**src/rtl/hdmi_period_scheduler_pkg.sv**
```systemverilog
// Shared types and constants for HDMI period sequencing: period states,
// default preamble/guard lengths, guard-band symbols and the video preamble CTL pattern.
package hdmi_period_scheduler_pkg;

   typedef enum logic [1:0] {
      PER_CTRL,
      PER_PREAMBLE,
      PER_GUARD,
      PER_VIDEO
   } period_t;

   localparam int PREAMBLE_LEN_DEF = 8;
   localparam int GUARD_LEN_DEF    = 2;

   // Video guard-band symbols substituted by the serializer mux when GUARD=1
   localparam logic [9:0] GUARD_CH0 = 10'b1011001100;
   localparam logic [9:0] GUARD_CH1 = 10'b0100110011;
   localparam logic [9:0] GUARD_CH2 = 10'b1011001100;

   // {CTL3, CTL2, CTL1, CTL0} during a video data preamble
   localparam logic [3:0] CTL_VIDEO_PREAMBLE = 4'b0001;

endpackage

```
**src/rtl/hdmi_period_scheduler_tmds_delay_line.sv**
```systemverilog
// Fixed-depth shift register with synchronous clear; gives the scheduler its
// look-ahead over the incoming pixel/sync stream.
module tmds_delay_line #(
   parameter int DATA_W = 27,
   parameter int STAGES = 10
) (
   input  logic              CLK,
   input  logic              RST,
   input  logic [DATA_W-1:0] D,
   output logic [DATA_W-1:0] Q
);

   logic [DATA_W-1:0] sr [STAGES];

   always_ff @(posedge CLK) begin
      if (RST) begin
         for (int i = 0; i < STAGES; i++) sr[i] <= '0;
      end else begin
         sr[0] <= D;
         for (int i = 1; i < STAGES; i++) sr[i] <= sr[i-1];
      end
   end

   assign Q = sr[STAGES-1];

endmodule

```
**src/rtl/hdmi_period_scheduler.sv**
```systemverilog
// Delays pixel/sync timing by LOOKAHEAD cycles so the HDMI video preamble and
// guard band can be inserted ahead of each active line on the DVI encoder inputs.
module hdmi_period_scheduler
   import hdmi_period_scheduler_pkg::*;
#(
   parameter int PREAMBLE_LEN = PREAMBLE_LEN_DEF,
   parameter int GUARD_LEN    = GUARD_LEN_DEF
) (
   input  logic        CLK,
   input  logic        RST,
   input  logic        HDMI_EN,
   input  logic        IN_DE,
   input  logic        IN_HSYNC,
   input  logic        IN_VSYNC,
   input  logic [23:0] IN_RGB,
   output logic        VDE,
   output logic [7:0]  DATA0,
   output logic [7:0]  DATA1,
   output logic [7:0]  DATA2,
   output logic [1:0]  CTRL0,
   output logic [1:0]  CTRL1,
   output logic [1:0]  CTRL2,
   output logic        GUARD,
   output logic        ERR_SHORT_BLANK
);

   localparam int LOOKAHEAD = PREAMBLE_LEN + GUARD_LEN;
   localparam int CNT_W     = $clog2(LOOKAHEAD + 1);
   localparam int BUS_W     = 27;

   logic [BUS_W-1:0] dly_d, dly_q;
   logic             dly_de, dly_vs, dly_hs;
   logic [23:0]      dly_rgb;

   logic             de_prev;
   logic [CNT_W-1:0] blank_cnt;
   logic             blank_full, rise, line_start, line_short;

   period_t          per, per_nxt;
   logic [CNT_W-1:0] phase, phase_nxt;

   logic             vde_d, guard_d;
   logic [1:0]       ctrl1_d, ctrl2_d;

   logic             vde_p0, guard_p0, guard_p1, err_q;
   logic [23:0]      rgb_p0;
   logic [1:0]       ctrl0_p0, ctrl1_p0, ctrl2_p0;

   assign dly_d = {IN_DE, IN_VSYNC, IN_HSYNC, IN_RGB};

   tmds_delay_line #(
      .DATA_W (BUS_W),
      .STAGES (LOOKAHEAD)
   ) u_dly (
      .CLK (CLK),
      .RST (RST),
      .D   (dly_d),
      .Q   (dly_q)
   );

   assign {dly_de, dly_vs, dly_hs, dly_rgb} = dly_q;

   // Input side: rising-edge detect and blanking-length measurement
   assign blank_full = (blank_cnt == CNT_W'(LOOKAHEAD));
   assign rise       = IN_DE & ~de_prev;
   assign line_start = rise & HDMI_EN & blank_full;
   assign line_short = rise & ~blank_full;

   always_ff @(posedge CLK) begin
      if (RST) begin
         de_prev   <= 1'b0;
         blank_cnt <= '0;
         err_q     <= 1'b0;
      end else begin
         de_prev <= IN_DE;
         if (IN_DE)
            blank_cnt <= '0;
         else if (!blank_full)
            blank_cnt <= blank_cnt + CNT_W'(1);
         if (line_short)
            err_q <= 1'b1;
      end
   end

   always_ff @(posedge CLK) begin
      if (RST) begin
         per   <= PER_CTRL;
         phase <= '0;
      end else begin
         per   <= per_nxt;
         phase <= phase_nxt;
      end
   end

   always_comb begin
      per_nxt   = per;
      phase_nxt = phase;
      case (per)
         PER_CTRL: begin
            if (line_start) begin
               per_nxt   = PER_PREAMBLE;
               phase_nxt = CNT_W'(PREAMBLE_LEN - 1);
            end
         end
         PER_PREAMBLE: begin
            if (phase == '0) begin
               per_nxt   = PER_GUARD;
               phase_nxt = CNT_W'(GUARD_LEN - 1);
            end else begin
               phase_nxt = phase - CNT_W'(1);
            end
         end
         PER_GUARD: begin
            if (phase == '0)
               per_nxt = PER_VIDEO;
            else
               phase_nxt = phase - CNT_W'(1);
         end
         PER_VIDEO: begin
            // A new line may start on the very cycle the old one drains out
            if (!dly_de) begin
               if (line_start) begin
                  per_nxt   = PER_PREAMBLE;
                  phase_nxt = CNT_W'(PREAMBLE_LEN - 1);
               end else begin
                  per_nxt = PER_CTRL;
               end
            end
         end
         default: per_nxt = PER_CTRL;
      endcase
   end

   // Overrides keyed on the next period so they line up with the output register
   always_comb begin
      vde_d   = dly_de;
      ctrl1_d = 2'b00;
      ctrl2_d = 2'b00;
      guard_d = 1'b0;
      if (per_nxt == PER_PREAMBLE) begin
         vde_d   = 1'b0;
         ctrl1_d = CTL_VIDEO_PREAMBLE[1:0];
         ctrl2_d = CTL_VIDEO_PREAMBLE[3:2];
      end else if (per_nxt == PER_GUARD) begin
         vde_d   = 1'b0;
         guard_d = 1'b1;
      end
   end

   // Output register stage
   always_ff @(posedge CLK) begin
      if (RST) begin
         vde_p0   <= 1'b0;
         rgb_p0   <= '0;
         ctrl0_p0 <= 2'b00;
         ctrl1_p0 <= 2'b00;
         ctrl2_p0 <= 2'b00;
         guard_p0 <= 1'b0;
         guard_p1 <= 1'b0;
      end else begin
         vde_p0   <= vde_d;
         rgb_p0   <= dly_rgb;
         ctrl0_p0 <= {dly_vs, dly_hs};
         ctrl1_p0 <= ctrl1_d;
         ctrl2_p0 <= ctrl2_d;
         guard_p0 <= guard_d;
         guard_p1 <= guard_p0;
      end
   end

   assign VDE             = vde_p0;
   assign DATA2           = rgb_p0[23:16];
   assign DATA1           = rgb_p0[15:8];
   assign DATA0           = rgb_p0[7:0];
   assign CTRL0           = ctrl0_p0;
   assign CTRL1           = ctrl1_p0;
   assign CTRL2           = ctrl2_p0;
   assign GUARD           = guard_p1;
   assign ERR_SHORT_BLANK = err_q;

endmodule

```
**config.mk**
```make
export PLATFORM = sky130hd
export DESIGN_NAME = hdmi_period_scheduler
export DESIGN_NICKNAME = d
export VERILOG_FILES = /design/src/rtl/hdmi_period_scheduler_pkg.sv /design/src/rtl/hdmi_period_scheduler_tmds_delay_line.sv /design/src/rtl/hdmi_period_scheduler.sv
export SDC_FILE = /design/constraint.sdc
export NUM_CORES = 1
export LEC_CHECK = 0
export BUFFER_PORTS_ARGS = -buffer_cell sky130_fd_sc_hd__buf_2
export CAP_MARGIN = 30
export CORE_MARGIN = 4
export CORE_UTILIZATION = 45
export DETAILED_ROUTE_END_ITERATION = 7
export HOLD_SLACK_MARGIN = 0.05
export PLACE_DENSITY = 0.63
export SKIP_LAST_GASP = 1
export SYNTH_ARGS = -nofsm -noshare
export SYNTH_HDL_FRONTEND = slang
export SYNTH_SLANG_ARGS = --single-unit
```
**constraint.sdc**
```tcl
create_clock -name CLK -period 2.4 [get_ports CLK]
set_input_delay 0.24 -clock CLK [delete_from_list [all_inputs] [get_ports CLK]]
set_output_delay 0.24 -clock CLK [all_outputs]
set_load 0.02 [all_outputs]
```
After elaboration in Yosys (flattened, before gate mapping)
Memories as Yosys holds them, arrays and structs flattened.
Index checks and enable logic that the tools add are counted.
Word-level totals
  flip-flop bits (word level): 43
  bits in writable memories: 270
  input port bits: 30
  output and inout bits: 33
  word-level logic and storage cells: 70
  memories kept: 1
Memories
  u_dly.sr: depth 10, width 27, read ports 10, clocked after memory_dff 0, wr ports 10, line hdmi_period_scheduler_tmds_delay_line.sv:13  | logic [DATA_W-1:0] sr [STAGES];
Operators by class
  add/sub/neg operators: 2
  equality and inequality tests: 8
  multiplexer cells: 26
  bitwise operators: 16
  reductions and logical operators: 6
Operators with widths (number)
  27-bit 2-to-1 mux: 10
  4-bit 2-to-1 mux: 4
  4-bit one-hot mux with 4 select lines: 1
  1-bit OR: 10
  2-bit 2-to-1 mux: 4
  2-bit one-hot mux with 4 select lines: 1
  2-bit equality test, second input constant: 3
  1-bit 2-to-1 mux: 6
  4-bit by 1-bit adder with 4-bit output, second input constant: 1
  1-bit bitwise AND: 4
  2-bit by 1-bit equality test with 1-bit output, second input constant: 2
  4-bit equality test, second input constant: 1
  4-bit logical NOT: 1
  2-bit != test, second input constant: 2
  2-bit OR reduction: 2
  4-bit by 1-bit subtractor with 4-bit output, second input constant: 1
  3-bit OR reduction: 1
  2-bit logical NOT: 1
  1-bit inverter: 2
  2-bit AND reduction: 1

Logic depth before layout (Yosys ltp)
Gate-level depths: netlist (run 1).
  depth in word-level cells: 9
  gate-level depth with buffers: 7
  mapped depth without buffers: 7

By module
A second synthesis (run 1) with hierarchy kept.
Second synthesis, totals
  cells, all modules: 743
  area total of the unflattened synthesis: 10069.7 µm²
By module, submodules not included
  tmds_delay_line: instances 1, cells each 597, area an instance 8534.4 µm², sequential area each 5405.2 µm²
  hdmi_period_scheduler: instances 1, cells each 146, area an instance 1535.2 µm², sequential area each 840.8 µm²

Worst setup path after synthesis (run 1)
No wires, ideal clock.
  kind: reg-to-reg
  start: register phase[0]
  end: register phase[3]
  library setup time: 0.071 ns
  arrival time: 1.721 ns
  setup slack: 0.609 ns
  stages on the path, launching flop included: 8
  buffers on the path: 0
  period minus slack after synthesis: 1.791 ns
  cells stage by stage: dfxtp_1 inv_1 ha_1 nor3b_2 a22o_2 a21o_1 or4b_1 a21oi_1
On the way
  word-level cells in the longest chain between the ends: 3
  elaborated cells on any way between the ends: 7
  classes of those cells: add/sub (1); eq/ne (1); mux (3); reduce/logical (2)
RTL lines
  start, declared: line hdmi_period_scheduler.sv:40  | logic [CNT_W-1:0] phase, phase_nxt;
  start signal, assigned: line hdmi_period_scheduler.sv:91  | phase <= phase_nxt;
  4-bit by 1-bit subtractor with 4-bit output or 4-bit logical NOT (tied branches)
  4-bit 2-to-1 mux (tied with other cells): line hdmi_period_scheduler.sv:114  | if (phase == '0)
  4-bit one-hot mux with 4 select lines or 2-bit AND reduction (tied branches)
Several ways; a longest one is shown, not always the timed one. The select of a mux whose other input is x is not followed.
A chain may end at the register's enable or synchronous reset.

Worst setup path after layout (run 1)
Ends and elaborated chain as after synthesis.

==> impl_results.md, run 1 <==
- Tightest Pin Transition: between 800 and 900 ps
- Power per cell area: between 900 and 1000 nW/um^2
- Fin nets: 840
- DR pass1 iterations: 4
- Slowest CP cell: or4b_1
- Die height: 147.2 um
- Post-CTS Setup Repair Bufs: 0
- WHS Endpoint: ERR_SHORT_BLANK
- Layout cell share with drive strength beyond 1: ~15%
- Fmax achieved: around 0.48 GHz
- Synthesis-stage register bit count: 311
- Min-delay src: RST
- Hold Buf Count CTS: 27
- Buffers on Ports: 59
- Seq/Total Area, Yosys: between 70% and 80%
- RSZ-0062 raised after global routing: no
- Most frequent cells in the layout: dfxtp_1, nor2b_1, buf_2
- RR Startpoint: phase[0]
- Antenna Violating Nets Remaining: 0
- Critical-path cell list: inv_1, ha_1, nor3b_2, a22o_2, a21o_1, or4b_1, a21oi_1
- Clock share of power: 46.1%
- Post-Syn Area per Cell: between 10 and 15 sq um
- First-pass GRT wire length: roughly 17000 um
- Internal power: between 0.008 and 0.009 W
- Met2 usage: around 16%
- GRT Util Overall: under 10%
- H-tree level count: 1
- WL/cell: around 8.5 um
- Worst hold slack: 224.0 ps
- GP Congestion: ~0.7
- Pins Over Slew Limit: 0
- Sink Count: 311
- DP Wirelength: 5407 um
- Hold crit path type: input pin to flip-flop
- Hold depth: 2
- Initial DRC count: 160
- Clock Path Buffers: 3
- Clock Pin Slew Worst Setup and Hold Paths: around 60 ps
- EDFF count, synth: 0
- Worst EP arrival: around 2500 ps
- Root Driver: clkbuf_16
- R2R Setup Slk: about 310 ps
- Num rows: 50
- Status: finished, final reports clean
- Fin Clk Skew: approximately 8.4 ps
- Gr ovfl total: 0
- Area Overhead vs Synth: 21.34%
- Critical Path End Type: flip-flop
- Die ar.: roughly 22000 sq um
- Non-Filler Instances: 1084
- Vias in the first global route: about 4000
- Slowest stage delay, CP: about 520 ps
- Combinational Power Share: 2.0%
- Seq. cell area: 6226 sq um
- Startpoint Class: flip-flop
- Fill cell count: ~1600
- Post-Syn Instances: between 700 and 800
- # Max-Cap Violations: 0
- Setup TNS: 0 ps
- # IOs: 63
- Critical path origin: phase[0]
- Antenna diodes: 0
- Switching Fraction: ~18%
- Die X: between 100 and 150 um
- Largest net degree at the start of global routing: ~150
- Gr busiest metal: met2
- Sw power: roughly 0.0019 W
- Initial antenna violation count: 0
- Seq pwr share: 51.9%
- Critical R2R Capture: phase[3]
- Post-synth top flop: dfxtp_1
- Dpl cells: around 1000
- CP max FO: 8
- Cell variety after synth: 34
- CORE AREA: 18890 sq um
- CTS tree: done
- Yosys warns: 0
- CP required: between 2000 and 3000 ps
- DR vias: about 4300
- Final Hold Vio Count: 0
- Area of the multi-input gates: 2332 sq um
- # setup viols final: 0
- R2R cell count: 7
- Setup Crit Path Kind: flip-flop to flip-flop
- Leakage: 4.315 nW
- Mapped Area: 8723 sq um
- VDD IR max: 0.5131 mV
- Final min period: about 2100 ps
- Global Route met3 Usage: 2.684%
- Met1 Use GR: 9.462%
- Most common cell after layout, fill and taps aside: dfxtp_1
- Final worst path period share: 86.93%
- Post-CTS Resized: 0
- Clock Latency Late Sink: around 520 ps
- Vias/cell: 3.939
- Total CTS buffers: 29
- Max_slew headroom: 43.72%
- Initial Utilization: between 40% and 50%
- DRC: 0
- FFs w/ async S/R, synth: 0%
- Routed WL: 9200 um
==> metal layers <==
metal	part of all wire, %	vias up	wire length, um
met5	0	-	0
met1	42	1765	3839
met4	4.6	0	421
met3	6.7	31	613
li1	-	2363	-
met2	47	111	4325
==> through the flow <==
stage          total power (W)  utilization, %  cell area (sq um)  setup WS [ps]
6_report               0.01012           56.03              10590          313.8
5_1_grt                0.01052           56.03              10590          235.1
4_1_cts                0.01027           56.03              10590          349.0
3_5_place_dp          0.005541           49.13               9281          354.7
3_3_place_gp          0.005531           49.13               9281          537.6
2_1_floorplan         0.005493               -               8731          608.6
==> power by group through the flow <==
stage                     Sequential, W  Clock, W  Combinational [W]
after detailed placement        0.00537         0           0.000175
after CTS                       0.00525   0.00481           0.000208
after global placement          0.00536         0           0.000168
after global routing            0.00525   0.00503           0.000233
final                           0.00525   0.00467           0.000205
after floorplan                 0.00536         0           0.000130
==> cell usage after synthesis (3+ instances only) <==
cell      instances  share of area [%]
clkbuf_1         34                1.5
inv_1             6               0.26
a21oi_1           7               0.40
buf_4             3               0.26
ha_1              8                1.1
nor2_1            7               0.30
o21ai_0           6               0.34
dfxtp_1         311                 71
nor3_1            3               0.17
nor2b_1         299                 21
a211oi_1          3               0.26
==> cell type report <==
| type | instances | share of cell area, % |
|---|---|---|
| tap | 260 | 3.073 |
| inverter | 6 | 0.2128 |
| clock buffer | 35 | 7.636 |
| timing repair buffer | 92 | 6.099 |
| clock inverter | 18 | 2.128 |
| multi-input combinational | 362 | 22.03 |
| sequential | 311 | 58.82 |
==> state kept, by name (all words and copies together) (netlist names) <==
| register | cells |
|---|---|
| CTRL0 | 2 |
| CTRL1 | 1 |
| ERR_SHORT_BLANK | 1 |
| GUARD | 1 |
| VDE | 1 |
| blank_cnt | 4 |
| guard_p0 | 1 |
| per | 2 |
| phase | 4 |
| rgb_p0 | 24 |
| u_dly.sr | 270 |
==> worst max path at each step <==
stage	endpoint	slack, ps	cells after the start
after floorplan	phase[3]	610	7
after global placement	phase[3]	540	7
after detailed placement	phase[3]	350	7
after CTS	phase[3]	350	7
after global routing	phase[3]	240	7
final	phase[3]	310	7
==> logic make-up (layout without fill, tap and decap cells) <==
logic type               after synthesis  after routing  share of synthesized area [%]
other                                  1              3                        0.04299
AND/OR/NAND/NOR                      323            323                          23.28
XOR/XNOR                               4              4                         0.4017
adder cells (fa/ha/maj)                8              8                          1.147
buffers and inverters                 43            151                          1.979
flip-flops                           311            311                          71.37
AO/OA/AOI/OAI                         24             24                          1.779
==> worst max-delay path: cells and delay by family (launching register included) <==
kind	cells	cell delay [ps]
compound gates	3	620
buf+inv	1	90
flops	1	360
fa+ha+maj	1	220
simple gates	2	700
Note: power is estimated with default switching activity, not from simulation.
==> run 2: changes to the inputs <==
RECOVER_POWER = 100   (was default)
==> run 2 against run 1 <==
Against the previous run: clock power is essentially flat; highest routed layer unchanged; sequential cell count is the same; final cell count unchanged; via count up 0.66%; total power down 0.16%.
==> impl_results.md, run 2 (same netlist as run 1, synthesis figures left out) <==
- RR Startpoint: phase[0]
- Hold crit path type: input pin to flip-flop
- Power per cell area: 963.7 nW/um^2 (+0.76%)
- Clock Pin Slew Worst Setup and Hold Paths: 60 ps (about the same)
- CORE AREA: 18890 sq um (unchanged)
- Fin nets: 840 (unchanged)
- Fmax achieved: 0.4746 GHz (-0.98%)
- CP max FO: 8 (unchanged)
- Leakage: 4.153 nW (-3.8%)
- # Max-Cap Violations: 0 (unchanged)
- Max reg flops: 270 (unchanged)
- Setup TNS: 0 ps (unchanged)
- DRC: 0 (unchanged)
- GRT Util Overall: 8.766% (unchanged)
- Biggest register: u_dly.sr
- Setup ws final: 293.1 ps (-20.68 ps)
- Total CTS buffers: 29 (unchanged)
- First-pass GRT wire length: 16590 um (unchanged)
- Met1 Use GR: 9.462% (unchanged)
- Most common cell after layout, fill and taps aside: dfxtp_1
- Initial Utilization: 46.17% (unchanged)
- Final min period: 2107 ps (+20.68 ps)
- Vias/cell: 3.965 (+0.66%)
- GP Congestion: 0.6978 (unchanged)
- Largest net degree at the start of global routing: 154 (unchanged)
- Global Route met3 Usage: 2.684% (unchanged)
- Tightest Pin Transition: 1493 ps (+648.5 ps)
- Met2 usage: 15.58% (unchanged)
- Routed WL: 9271 um (+0.77%)
- Non-Filler Instances: 1084 (unchanged)
- Gr busiest metal: met2
- Min-delay src: HDMI_EN
- RSZ-0062 raised after global routing: no
- Fin Clk Skew: 7.048 ps (-1.319 ps)
- Die ar.: 21680 sq um (unchanged)
- # IOs: 63 (unchanged)
- CTS tree: done
- Clock Latency Late Sink: 520 ps (about the same)
- Num rows: 50 (unchanged)
- Dpl cells: 1004 (unchanged)
- Initial DRC count: 167 (+4.4%)
- VDD IR max: 0.5128 mV (about the same)
- Final Hold Vio Count: 0 (unchanged)
- Critical path origin: phase[0]
- DR pass1 iterations: 4 (unchanged)
- Critical Path End Type: flip-flop
- CP required: 2820 ps (-20 ps)
- Root Driver: clkbuf_16
- Antenna diodes: 0 (unchanged)
- Pre-CTS WS: 354.7 ps (unchanged)
- Area Overhead vs Synth: 20.24%
- Critical-path cell list: inv_1, ha_1, nor3b_1, a22o_2, a21o_1, or4b_1, a21oi_1
- Worst EP arrival: 2520 ps (about the same)
- DR vias: 4298 (+0.66%)
- Slowest CP cell: or4b_1
- Final worst path period share: 87.79% (+0.86 points)
- H-tree level count: 1 (unchanged)
- DP Wirelength: 5407 um (unchanged)
- Initial antenna violation count: 0 (unchanged)
- Startpoint Class: flip-flop
- Max_slew headroom: 0.4870% (-43 points)
- Setup Crit Path Kind: flip-flop to flip-flop
- Status: finished, final reports clean
- Most frequent cells in the layout: dfxtp_1, nor2b_1, clkbuf_1
- Pins Over Slew Limit: 0 (unchanged)
- Antenna Violating Nets Remaining: 0 (unchanged)
- Sink Count: 311 (unchanged)
- Biggest regs: u_dly.sr: 270 flops, rgb_p0: 24 flops
- Die height: 147.2 um (unchanged)
- Clock Path Buffers: 3 (unchanged)
- Die X: 147.2 um (unchanged)
- Slowest stage delay, CP: 520 ps (about the same)
- Vias in the first global route: 3969 (unchanged)
- # setup viols final: 0 (unchanged)
- Buffers on Ports: 59 (unchanged)
- WL/cell: 8.553 um (+0.77%)
- Gr ovfl total: 0 (unchanged)
- Layout cell share with drive strength beyond 1: 10.80% (-4.4 points)
## run 2: worst paths after layout
path                 endpoint  slack, ps  cells past startpoint
min reg2reg  u_dly.sr[0][253]        430                      1
min                  phase[1]        280                      4
max reg2reg          phase[3]        290                      7
max                  phase[3]        290                      7
## run 2: power breakdown
group / total [W] / internal, W / leakage [nW] / switching (W)
Clock: 0.00466 / 0.00293 / 0.507 / 0.00174
Sequential: 0.00525 / 0.00524 / 2.52 / 0.0000138
Combinational: 0.000194 / 0.0000919 / 1.12 / 0.000102
Total: 0.0101 / 0.00825 / 4.15 / 0.00185
## run 2: through the flow
stage	power, W	hold slack, ps	cell area (sq um)	util, %
final	0.01011	284.5	10490	55.52
after global routing	0.01051	313.0	10490	55.52
after CTS	0.01027	249.3	10590	56.03
after detailed placement	0.005541	421.2	9281	49.13
after global placement	0.005531	416.5	9281	49.13
after floorplan	0.005493	316.2	8731	-
## run 2: layout make-up
class	count	area (sq um)
Multi-Input combinational cell	362	2326
Inverter	6	22.52
Timing Repair Buffer	92	555.5
Clock buffer	35	808.3
Fill cell	1663	8404
Sequential cell	311	6226
Tap cell	260	325.3
Clock inverter	18	225.2
## run 2: repair_timing
item | in CTS | in global routing
hold buffers | 27 | 0
endpoints found under the setup margin | 0 | 0
gates resized for setup | 0 | 0
hold endpoints to repair | 31 | 0
setup buffers | 0 | 0
## run 2: metal layers
metal / routed length (um) / vias to the layer above
li1: - / 2366
met1: 3870 / 1789
met2: 4351 / 113
met3: 638 / 30
met4: 410 / 0
met5: 0 / -
## run 2: worst max-delay path: cells and delay by family, from the launching register on
family / cells / cell delay (ps)
AO/OA/AOI/OAI: 3 / 630
adder cells (fa/ha/maj): 1 / 220
buffers and inverters: 1 / 100
flip-flops: 1 / 360
AND/OR/NAND/NOR: 2 / 700
